<file path="config.mk">
export PLATFORM = sky130hd
export DESIGN_NAME = forward_router_buffered_flat
export DESIGN_NICKNAME = d
export VERILOG_FILES = /design/src/rtl/forward_router_buffered_pkg.sv /design/src/rtl/forward_router_buffered_if.sv /design/src/rtl/sync_fifo.sv /design/src/rtl/forward_router_buffered.sv /design/src/flat_wrapper.sv
export SDC_FILE = /design/constraint.sdc
export NUM_CORES = 1
export LEC_CHECK = 0
export CORE_MARGIN = 8
export CORE_UTILIZATION = 27
export DETAILED_ROUTE_END_ITERATION = 7
export GPL_ROUTABILITY_DRIVEN = 0
export PLACE_DENSITY = 0.47
export SYNTH_ARGS = -nofsm -noshare
export SYNTH_HDL_FRONTEND = slang
export SYNTH_HIERARCHICAL = 1
export SYNTH_SLANG_ARGS = --single-unit
</file>
<file path="constraint.sdc">
create_clock -name clk -period 5.89 [get_ports clk]
set_input_delay 1.767 -clock clk [delete_from_list [all_inputs] [get_ports clk]]
set_output_delay 1.767 -clock clk [all_outputs]
set_load 0.1 [all_outputs]
</file>
<file path="src/rtl/forward_router_buffered_pkg.sv">
// Shared router constants: hop-field bit positions, dx step per direction, output select.
package forward_router_buffered_pkg;

    localparam int unsigned FR_DX_MSB = 29;
    localparam int unsigned FR_DX_LSB = 21;
    localparam int unsigned FR_DY_MSB = 20;
    localparam int unsigned FR_DY_LSB = 12;

    localparam int FR_ADD_EAST = -1;
    localparam int FR_ADD_WEST = 1;

    typedef enum logic [1:0] {
        SEL_A = 2'd0,
        SEL_B = 2'd1,
        SEL_C = 2'd2
    } out_sel_e;

endpackage

</file>
<file path="src/rtl/forward_router_buffered_if.sv">
// Input stream, three output streams and status for one forwarding router.
interface forward_router_buffered_if #(
    parameter int unsigned DATA_WIDTH = 32,
    parameter int unsigned OUT_WIDTH  = 23,
    parameter int unsigned CNT_WIDTH  = 16
);
    logic [DATA_WIDTH-1:0] din;
    logic                  din_wen;
    logic                  din_full;
    logic [DATA_WIDTH-1:0] dout_a;
    logic                  wen_a;
    logic                  full_a;
    logic [OUT_WIDTH-1:0]  dout_b;
    logic                  wen_b;
    logic                  full_b;
    logic [OUT_WIDTH-1:0]  dout_c;
    logic                  wen_c;
    logic                  full_c;
    logic [CNT_WIDTH-1:0]  cnt_a;
    logic [CNT_WIDTH-1:0]  cnt_b;
    logic [CNT_WIDTH-1:0]  cnt_c;
    logic                  overflow;

    modport master (
        output din, din_wen, full_a, full_b, full_c,
        input  din_full, dout_a, wen_a, dout_b, wen_b, dout_c, wen_c,
        input  cnt_a, cnt_b, cnt_c, overflow
    );

    modport slave (
        input  din, din_wen, full_a, full_b, full_c,
        output din_full, dout_a, wen_a, dout_b, wen_b, dout_c, wen_c,
        output cnt_a, cnt_b, cnt_c, overflow
    );
endinterface

</file>
<file path="src/rtl/sync_fifo.sv">
// Single-clock FIFO with registered full/empty flags and a combinational head read.
module sync_fifo #(
    parameter int unsigned WIDTH = 32,
    parameter int unsigned DEPTH = 4
) (
    input  logic             clk,
    input  logic             rst,
    input  logic             push,
    input  logic             pop,
    input  logic [WIDTH-1:0] wdata,
    output logic [WIDTH-1:0] rdata_c,
    output logic             full,
    output logic             empty
);
    localparam int unsigned AW = (DEPTH > 1) ? $clog2(DEPTH) : 1;
    localparam int unsigned CW = $clog2(DEPTH + 1);

    logic [WIDTH-1:0] mem [DEPTH];
    logic [AW-1:0]    wr_ptr;
    logic [AW-1:0]    rd_ptr;
    logic [CW-1:0]    count;
    logic [CW-1:0]    count_nxt;
    logic             do_push;
    logic             do_pop;

    // A write while full is dropped even when a pop frees a slot in the same cycle.
    assign do_push   = push && !full;
    assign do_pop    = pop && !empty;
    assign count_nxt = count + CW'(do_push) - CW'(do_pop);
    assign rdata_c   = mem[rd_ptr];

    always_ff @(posedge clk or posedge rst) begin
        if (rst) begin
            wr_ptr <= '0;
            rd_ptr <= '0;
            count  <= '0;
            full   <= 1'b0;
            empty  <= 1'b1;
        end else begin
            if (do_push) wr_ptr <= wr_ptr + AW'(1);
            if (do_pop)  rd_ptr <= rd_ptr + AW'(1);
            count <= count_nxt;
            full  <= (count_nxt == CW'(DEPTH));
            empty <= (count_nxt == '0);
        end
    end

    always_ff @(posedge clk) begin
        if (do_push) mem[wr_ptr] <= wdata;
    end
endmodule

</file>
<file path="src/rtl/forward_router_buffered.sv">
// Buffered forwarding router: decodes the FIFO head's dx/dy hops and steers it to continue (a), north (b) or south (c).
module forward_router_buffered
    import forward_router_buffered_pkg::*;
#(
    parameter int unsigned DATA_WIDTH = 32,
    parameter int unsigned DX_MSB     = FR_DX_MSB,
    parameter int unsigned DX_LSB     = FR_DX_LSB,
    parameter int unsigned DY_MSB     = FR_DY_MSB,
    parameter int unsigned DY_LSB     = FR_DY_LSB,
    parameter int          ADD        = FR_ADD_EAST,
    parameter int unsigned FIFO_DEPTH = 4,
    parameter int unsigned CNT_WIDTH  = 16
) (
    input  logic                      clk,
    input  logic                      rst,
    forward_router_buffered_if.slave  bus
);
    localparam int unsigned DXW   = DX_MSB - DX_LSB + 1;
    localparam int unsigned OUT_W = DATA_WIDTH - (DX_MSB - DY_MSB);
    localparam logic [CNT_WIDTH-1:0] CNT_MAX = '1;

    logic [DATA_WIDTH-1:0] head_c;
    logic                  fifo_full;
    logic                  fifo_empty;
    out_sel_e              sel_c;
    logic                  sel_full_c;
    logic                  pop_c;
    logic [DATA_WIDTH-1:0] fwd_a_c;
    logic [OUT_W-1:0]      strip_c;

    logic [DATA_WIDTH-1:0] dout_a_q;
    logic [OUT_W-1:0]      dout_b_q;
    logic [OUT_W-1:0]      dout_c_q;
    logic                  wen_a_q, wen_b_q, wen_c_q;
    logic [CNT_WIDTH-1:0]  cnt_a_q, cnt_b_q, cnt_c_q;
    logic                  overflow_q;

    sync_fifo #(
        .WIDTH (DATA_WIDTH),
        .DEPTH (FIFO_DEPTH)
    ) u_fifo (
        .clk     (clk),
        .rst     (rst),
        .push    (bus.din_wen),
        .pop     (pop_c),
        .wdata   (bus.din),
        .rdata_c (head_c),
        .full    (fifo_full),
        .empty   (fifo_empty)
    );

    // Head decode; dy sign is its MSB.
    always_comb begin
        sel_c      = SEL_A;
        sel_full_c = bus.full_a;
        fwd_a_c    = head_c;
        if (head_c[DX_MSB:DX_LSB] != '0) begin
            sel_c = SEL_A;
        end else if (!head_c[DY_MSB]) begin
            sel_c = SEL_B;
        end else begin
            sel_c = SEL_C;
        end
        case (sel_c)
            SEL_B:   sel_full_c = bus.full_b;
            SEL_C:   sel_full_c = bus.full_c;
            default: sel_full_c = bus.full_a;
        endcase
        fwd_a_c[DX_MSB:DX_LSB] = head_c[DX_MSB:DX_LSB] + DXW'(ADD);
    end

    assign pop_c = !fifo_empty && !sel_full_c;

    // North/south packets leave with the dx field removed.
    generate
        if (DX_MSB == DATA_WIDTH - 1) begin : g_strip_top
            assign strip_c = head_c[DX_LSB-1:0];
        end else begin : g_strip_mid
            assign strip_c = {head_c[DATA_WIDTH-1:DX_MSB+1], head_c[DX_LSB-1:0]};
        end
    endgenerate

    always_ff @(posedge clk or posedge rst) begin
        if (rst) begin
            dout_a_q   <= '0;
            dout_b_q   <= '0;
            dout_c_q   <= '0;
            wen_a_q    <= 1'b0;
            wen_b_q    <= 1'b0;
            wen_c_q    <= 1'b0;
            cnt_a_q    <= '0;
            cnt_b_q    <= '0;
            cnt_c_q    <= '0;
            overflow_q <= 1'b0;
        end else begin
            wen_a_q <= pop_c && (sel_c == SEL_A);
            wen_b_q <= pop_c && (sel_c == SEL_B);
            wen_c_q <= pop_c && (sel_c == SEL_C);
            if (pop_c && (sel_c == SEL_A)) begin
                dout_a_q <= fwd_a_c;
                if (cnt_a_q != CNT_MAX) cnt_a_q <= cnt_a_q + CNT_WIDTH'(1);
            end
            if (pop_c && (sel_c == SEL_B)) begin
                dout_b_q <= strip_c;
                if (cnt_b_q != CNT_MAX) cnt_b_q <= cnt_b_q + CNT_WIDTH'(1);
            end
            if (pop_c && (sel_c == SEL_C)) begin
                dout_c_q <= strip_c;
                if (cnt_c_q != CNT_MAX) cnt_c_q <= cnt_c_q + CNT_WIDTH'(1);
            end
            if (bus.din_wen && fifo_full) overflow_q <= 1'b1;
        end
    end

    assign bus.din_full = fifo_full;
    assign bus.dout_a   = dout_a_q;
    assign bus.dout_b   = dout_b_q;
    assign bus.dout_c   = dout_c_q;
    assign bus.wen_a    = wen_a_q;
    assign bus.wen_b    = wen_b_q;
    assign bus.wen_c    = wen_c_q;
    assign bus.cnt_a    = cnt_a_q;
    assign bus.cnt_b    = cnt_b_q;
    assign bus.cnt_c    = cnt_c_q;
    assign bus.overflow = overflow_q;
endmodule

</file>
<file path="src/flat_wrapper.sv">
// flat-port wrapper written by rule: the top's interface ports become plain ports
module forward_router_buffered_flat import forward_router_buffered_pkg::*;
#(
    parameter int unsigned DATA_WIDTH = 32,
    parameter int unsigned DX_MSB     = FR_DX_MSB,
    parameter int unsigned DX_LSB     = FR_DX_LSB,
    parameter int unsigned DY_MSB     = FR_DY_MSB,
    parameter int unsigned DY_LSB     = FR_DY_LSB,
    parameter int          ADD        = FR_ADD_EAST,
    parameter int unsigned FIFO_DEPTH = 4,
    parameter int unsigned CNT_WIDTH  = 16
)
  (clk, rst, bus_din, bus_din_wen, bus_full_a, bus_full_b, bus_full_c, bus_din_full, bus_dout_a, bus_wen_a, bus_dout_b, bus_wen_b, bus_dout_c, bus_wen_c, bus_cnt_a, bus_cnt_b, bus_cnt_c, bus_overflow);
  forward_router_buffered_if #(.DATA_WIDTH(DATA_WIDTH), .OUT_WIDTH(((32) - (FR_DX_MSB - FR_DY_MSB))), .CNT_WIDTH(CNT_WIDTH)) bus_i ();
  input  logic clk;
  input  logic rst;
  input wire logic [$bits(bus_i.din)-1:0] bus_din;
  input wire logic [$bits(bus_i.din_wen)-1:0] bus_din_wen;
  input wire logic [$bits(bus_i.full_a)-1:0] bus_full_a;
  input wire logic [$bits(bus_i.full_b)-1:0] bus_full_b;
  input wire logic [$bits(bus_i.full_c)-1:0] bus_full_c;
  output wire logic [$bits(bus_i.din_full)-1:0] bus_din_full;
  output wire logic [$bits(bus_i.dout_a)-1:0] bus_dout_a;
  output wire logic [$bits(bus_i.wen_a)-1:0] bus_wen_a;
  output wire logic [$bits(bus_i.dout_b)-1:0] bus_dout_b;
  output wire logic [$bits(bus_i.wen_b)-1:0] bus_wen_b;
  output wire logic [$bits(bus_i.dout_c)-1:0] bus_dout_c;
  output wire logic [$bits(bus_i.wen_c)-1:0] bus_wen_c;
  output wire logic [$bits(bus_i.cnt_a)-1:0] bus_cnt_a;
  output wire logic [$bits(bus_i.cnt_b)-1:0] bus_cnt_b;
  output wire logic [$bits(bus_i.cnt_c)-1:0] bus_cnt_c;
  output wire logic [$bits(bus_i.overflow)-1:0] bus_overflow;
  assign bus_i.din = bus_din;
  assign bus_i.din_wen = bus_din_wen;
  assign bus_i.full_a = bus_full_a;
  assign bus_i.full_b = bus_full_b;
  assign bus_i.full_c = bus_full_c;
  assign bus_din_full = bus_i.din_full;
  assign bus_dout_a = bus_i.dout_a;
  assign bus_wen_a = bus_i.wen_a;
  assign bus_dout_b = bus_i.dout_b;
  assign bus_wen_b = bus_i.wen_b;
  assign bus_dout_c = bus_i.dout_c;
  assign bus_wen_c = bus_i.wen_c;
  assign bus_cnt_a = bus_i.cnt_a;
  assign bus_cnt_b = bus_i.cnt_b;
  assign bus_cnt_c = bus_i.cnt_c;
  assign bus_overflow = bus_i.overflow;
  forward_router_buffered #(.DATA_WIDTH(DATA_WIDTH), .DX_MSB(DX_MSB), .DX_LSB(DX_LSB), .DY_MSB(DY_MSB), .DY_LSB(DY_LSB), .ADD(ADD), .FIFO_DEPTH(FIFO_DEPTH), .CNT_WIDTH(CNT_WIDTH)) u_core (.clk(clk), .rst(rst), .bus(bus_i));
endmodule
</file>
==> flow_metrics.env <==
export IMPL_cts_tree="done"
export IMPL_yosysTopAreaCell="edfxtp_1"
export IMPL_dieArea_um2=46000
export IMPL_drcViolationCount=0
export IMPL_end_kind="register"
export IMPL_crit_family="simple AND/OR/NAND/NOR gates"
export IMPL_clkSlewWorstSetupHoldPaths_ps=60
export IMPL_cp_max_fo=15
export IMPL_grt_pass1_vias=6919
export IMPL_met1_usage_pct=15.4
export IMPL_async_reset_ff_share_pct=52.1
export IMPL_synth_top_area_share_pct=36.1
export IMPL_path_buf_inv=3
export IMPL_ir_drop_uv=286
export IMPL_slew_headroom_pct=29.6
export IMPL_grtUsageMet2_pct=19.6
export IMPL_hp_class="register to register"
export IMPL_synth_area_top_cells="edfxtp_1, dfrtp_1, nand2_1"
export IMPL_first_iter_violations=265
export IMPL_stdcell_count=1491
export IMPL_grt_max_degree=90
export IMPL_htreeDepth=1
export IMPL_cts_resized=0
export IMPL_start_kind="register"
export IMPL_drv_cap=0
export IMPL_synth_edff_count=128
export IMPL_path_class="register to register"
export IMPL_cp_cell_sequence="mux4_2, inv_1, ha_1, nor2b_1, nand3_1, a211oi_1, nor2b_1, ha_1, inv_1, ha_1, inv_1, fa_1, xor3_1, nor3b_1"
export IMPL_synth_cell_types=48
export IMPL_clockRootBuffer="clkbuf_16"
export IMPL_wirelength_mm=27.3
export IMPL_gr_usage_all_layers_pct=11.8
export IMPL_rsz0062_at_grt="no"
export IMPL_arrival_ps=4540
export IMPL_grt_use_met3_pct=2.71
export IMPL_power_w=0.00741
export IMPL_cts_hold_buf=0
export IMPL_grt_overflow=0
export IMPL_p_per_area_nw_per_um2=532
export IMPL_grt_pass1_wl_mm=43.1
export IMPL_leakagePower_nw=5.62
export IMPL_die_w_um=215
export IMPL_die_h_um=215
export IMPL_period_minus_slack_ps=4080
export IMPL_finalSetupViolCount=0
export IMPL_required_ps=6350
export IMPL_worst_slew_pin_slew_ps=1050
export IMPL_cp_slowest_cell="dfrtp_2"
export IMPL_timing_rr_end="u_core/u_fifo/full"
export IMPL_syn_nets=814
export IMPL_syn_cell_area_um2=10600
export IMPL_clock_latency_ps=560
export IMPL_crit_end="u_core/u_fifo/full"
export IMPL_ff2ff_path_depth=14
export IMPL_core_um2=38700
export IMPL_synthFlopType="dfrtp_1"
export IMPL_crit_cells=14
export IMPL_clock_skew_final_ps=16.2
export IMPL_avgSynthCellArea_um2=13.9
export IMPL_drtPass1Iterations=5
export IMPL_initial_utilization_pct=27.5
export IMPL_slowest_delay_ps=680
export IMPL_dpl_hpwl_mm=18.2
export IMPL_fmax_mhz=245
export IMPL_port_buffers=168
export IMPL_vias=6429
export IMPL_post_drt_wl_per_cell_um=18.3
export IMPL_numCtsBuffers=31
export IMPL_clock_sinks=267
export IMPL_crit_start="u_core/u_fifo/rd_ptr[0]"
export IMPL_area_growth_pct=30.8
export IMPL_io_pins=169
export IMPL_synth_yosys_warnings=6
export IMPL_ys_seq_area_share_pct=68.8
export IMPL_syn_inst=764
export IMPL_viasPerCell=4.31
export IMPL_cts_buffer_depth=3
export IMPL_nNetsFinal=997
export IMPL_hold_violations=0
export IMPL_placementRows=72
export IMPL_ant_nets=0
export IMPL_drive_above_1_share_pct=11.7
export IMPL_busiest_layer="met2"
export IMPL_tns_ps=0
export IMPL_grt_antenna_before_repair=4
export IMPL_period_share_pct=69.3
export IMPL_ys_seq_elements=267
export IMPL_dpl_cell_count=1432
export IMPL_r2r_start="u_core/u_fifo/rd_ptr[0]"
export IMPL_rrSetupSlack_ps=1810
export IMPL_cts_setup_buffers=0
export IMPL_finalMaxSlewViolations=0
export IMPL_outcome="finished clean"
-- per-stage QoR --
step	instance area, µm²	worst slack [ps]	hold slack [ps]	util [%]
floorplan	10600	654	498	-
global placement	12900	1490	458	33.2
detailed placement	12900	1450	454	33.2
CTS	13900	1730	474	35.9
global route	13900	1320	499	35.9
finish	13900	1810	473	35.9
-- registers in the layout, summed over array words and instances, names as in the netlist --
| register | count |
|---|---|
| u_core/bus.cnt_a | 16 |
| u_core/bus.cnt_b | 16 |
| u_core/bus.cnt_c | 16 |
| u_core/bus.dout_a | 32 |
| u_core/bus.dout_b | 23 |
| u_core/bus.dout_c | 23 |
| u_core/bus.overflow | 1 |
| u_core/bus.wen_a | 1 |
| u_core/bus.wen_b | 1 |
| u_core/bus.wen_c | 1 |
| u_core/u_fifo/count | 3 |
| u_core/u_fifo/empty | 1 |
| u_core/u_fifo/full | 1 |
| u_core/u_fifo/mem | 128 |
| u_core/u_fifo/rd_ptr | 2 |
| u_core/u_fifo/wr_ptr | 2 |
-- cells by family after synthesis --
family | Yosys count | share of synthesized area (%)
AO/OA/AOI/OAI | 22 | 1.53
XOR/XNOR | 48 | 4.09
adder cells (fa/ha/maj) | 12 | 1.48
buffers and inverters | 42 | 2.26
flip-flops | 267 | 68.8
multiplexers | 42 | 7.96
AND/OR/NAND/NOR | 331 | 13.9
-- cell usage after synthesis (2+ instances only) --
master	count
buf_12	3
dfrtp_1	138
buf_4	3
nor3b_1	2
and2_1	7
ha_1	11
edfxtp_1	128
nand4_1	20
nor2_1	13
and4_1	4
o21ai_0	9
nor4_1	2
mux4_1	4
nor2b_1	4
buf_6	2
xor2_1	10
inv_1	13
a31oi_1	2
nand2b_1	5
clkbuf_1	12
and3_1	11
nand2_1	236
buf_2	6
a21oi_1	4
nor3_1	7
xnor2_1	37
nand4_2	2
mux4_2	28
mux2_2	8
nand3_1	14
nor3_4	2
-- routing by layer --
| metal | part of all wire (%) | vias to the layer above |
|---|---|---|
| li1 | - | 3053 |
| met1 | 45 | 3201 |
| met2 | 48 | 125 |
| met3 | 5.0 | 44 |
| met4 | 1.9 | 6 |
| met5 | 0.15 | - |
-- power by group --
group	leakage, nW	switching, W	internal [W]	total (W)
sequential	3.01	0.000210	0.00236	0.00257
clock	0.523	0.000763	0.00117	0.00193
combinational	2.08	0.00214	0.000766	0.00290
-- cells in the final DEF (no fill, tap or decap), types with 3 or more instances in the layout --
master	instances
and3_1	11
clkbuf_8	7
inv_1	12
nand3_1	14
o21ai_0	9
nor2b_1	4
edfxtp_1	128
nand2b_1	5
a21oi_1	4
and2_2	4
clkbuf_1	7
mux4_2	28
nand4_1	20
inv_4	3
and2_1	3
nand2_1	236
clkbuf_16	32
xnor2_1	37
clkinv_2	5
xor2_1	10
and4_1	4
nor3_1	7
mux2_2	8
clkdlybuf4s50_1	168
dfrtp_1	136
mux4_1	4
nor2_1	13
ha_1	11
buf_4	9
-- final cells by class --
class	instances	area [µm²]
clock inverters	12	121
fillers	3784	24800
flip-flops and latches	267	7330
repair buffers	177	1750
clock buffers	46	923
well taps	518	648
diodes	1	2.50
inverters	15	61.3
multi-input cells	455	3080
-- worst min-delay path by stage --
| stage | slack [ps] | to | from | cells after the start |
|---|---|---|---|---|
| 5_1_grt | 500 | u_core/bus.dout_a[10] | u_core/bus.dout_a[10] | 2 |
| 3_3_place_gp | 460 | u_core/bus.dout_b[6] | u_core/bus.dout_b[6] | 2 |
| 6_report | 470 | u_core/bus.overflow | u_core/bus.overflow | 1 |
| 4_1_cts | 470 | u_core/bus.overflow | u_core/bus.overflow | 1 |
| 3_5_place_dp | 450 | u_core/bus.overflow | u_core/bus.overflow | 1 |
| 2_1_floorplan | 500 | u_core/u_fifo/count[0] | u_core/u_fifo/count[0] | 1 |
(Power assumes the default switching activity.)
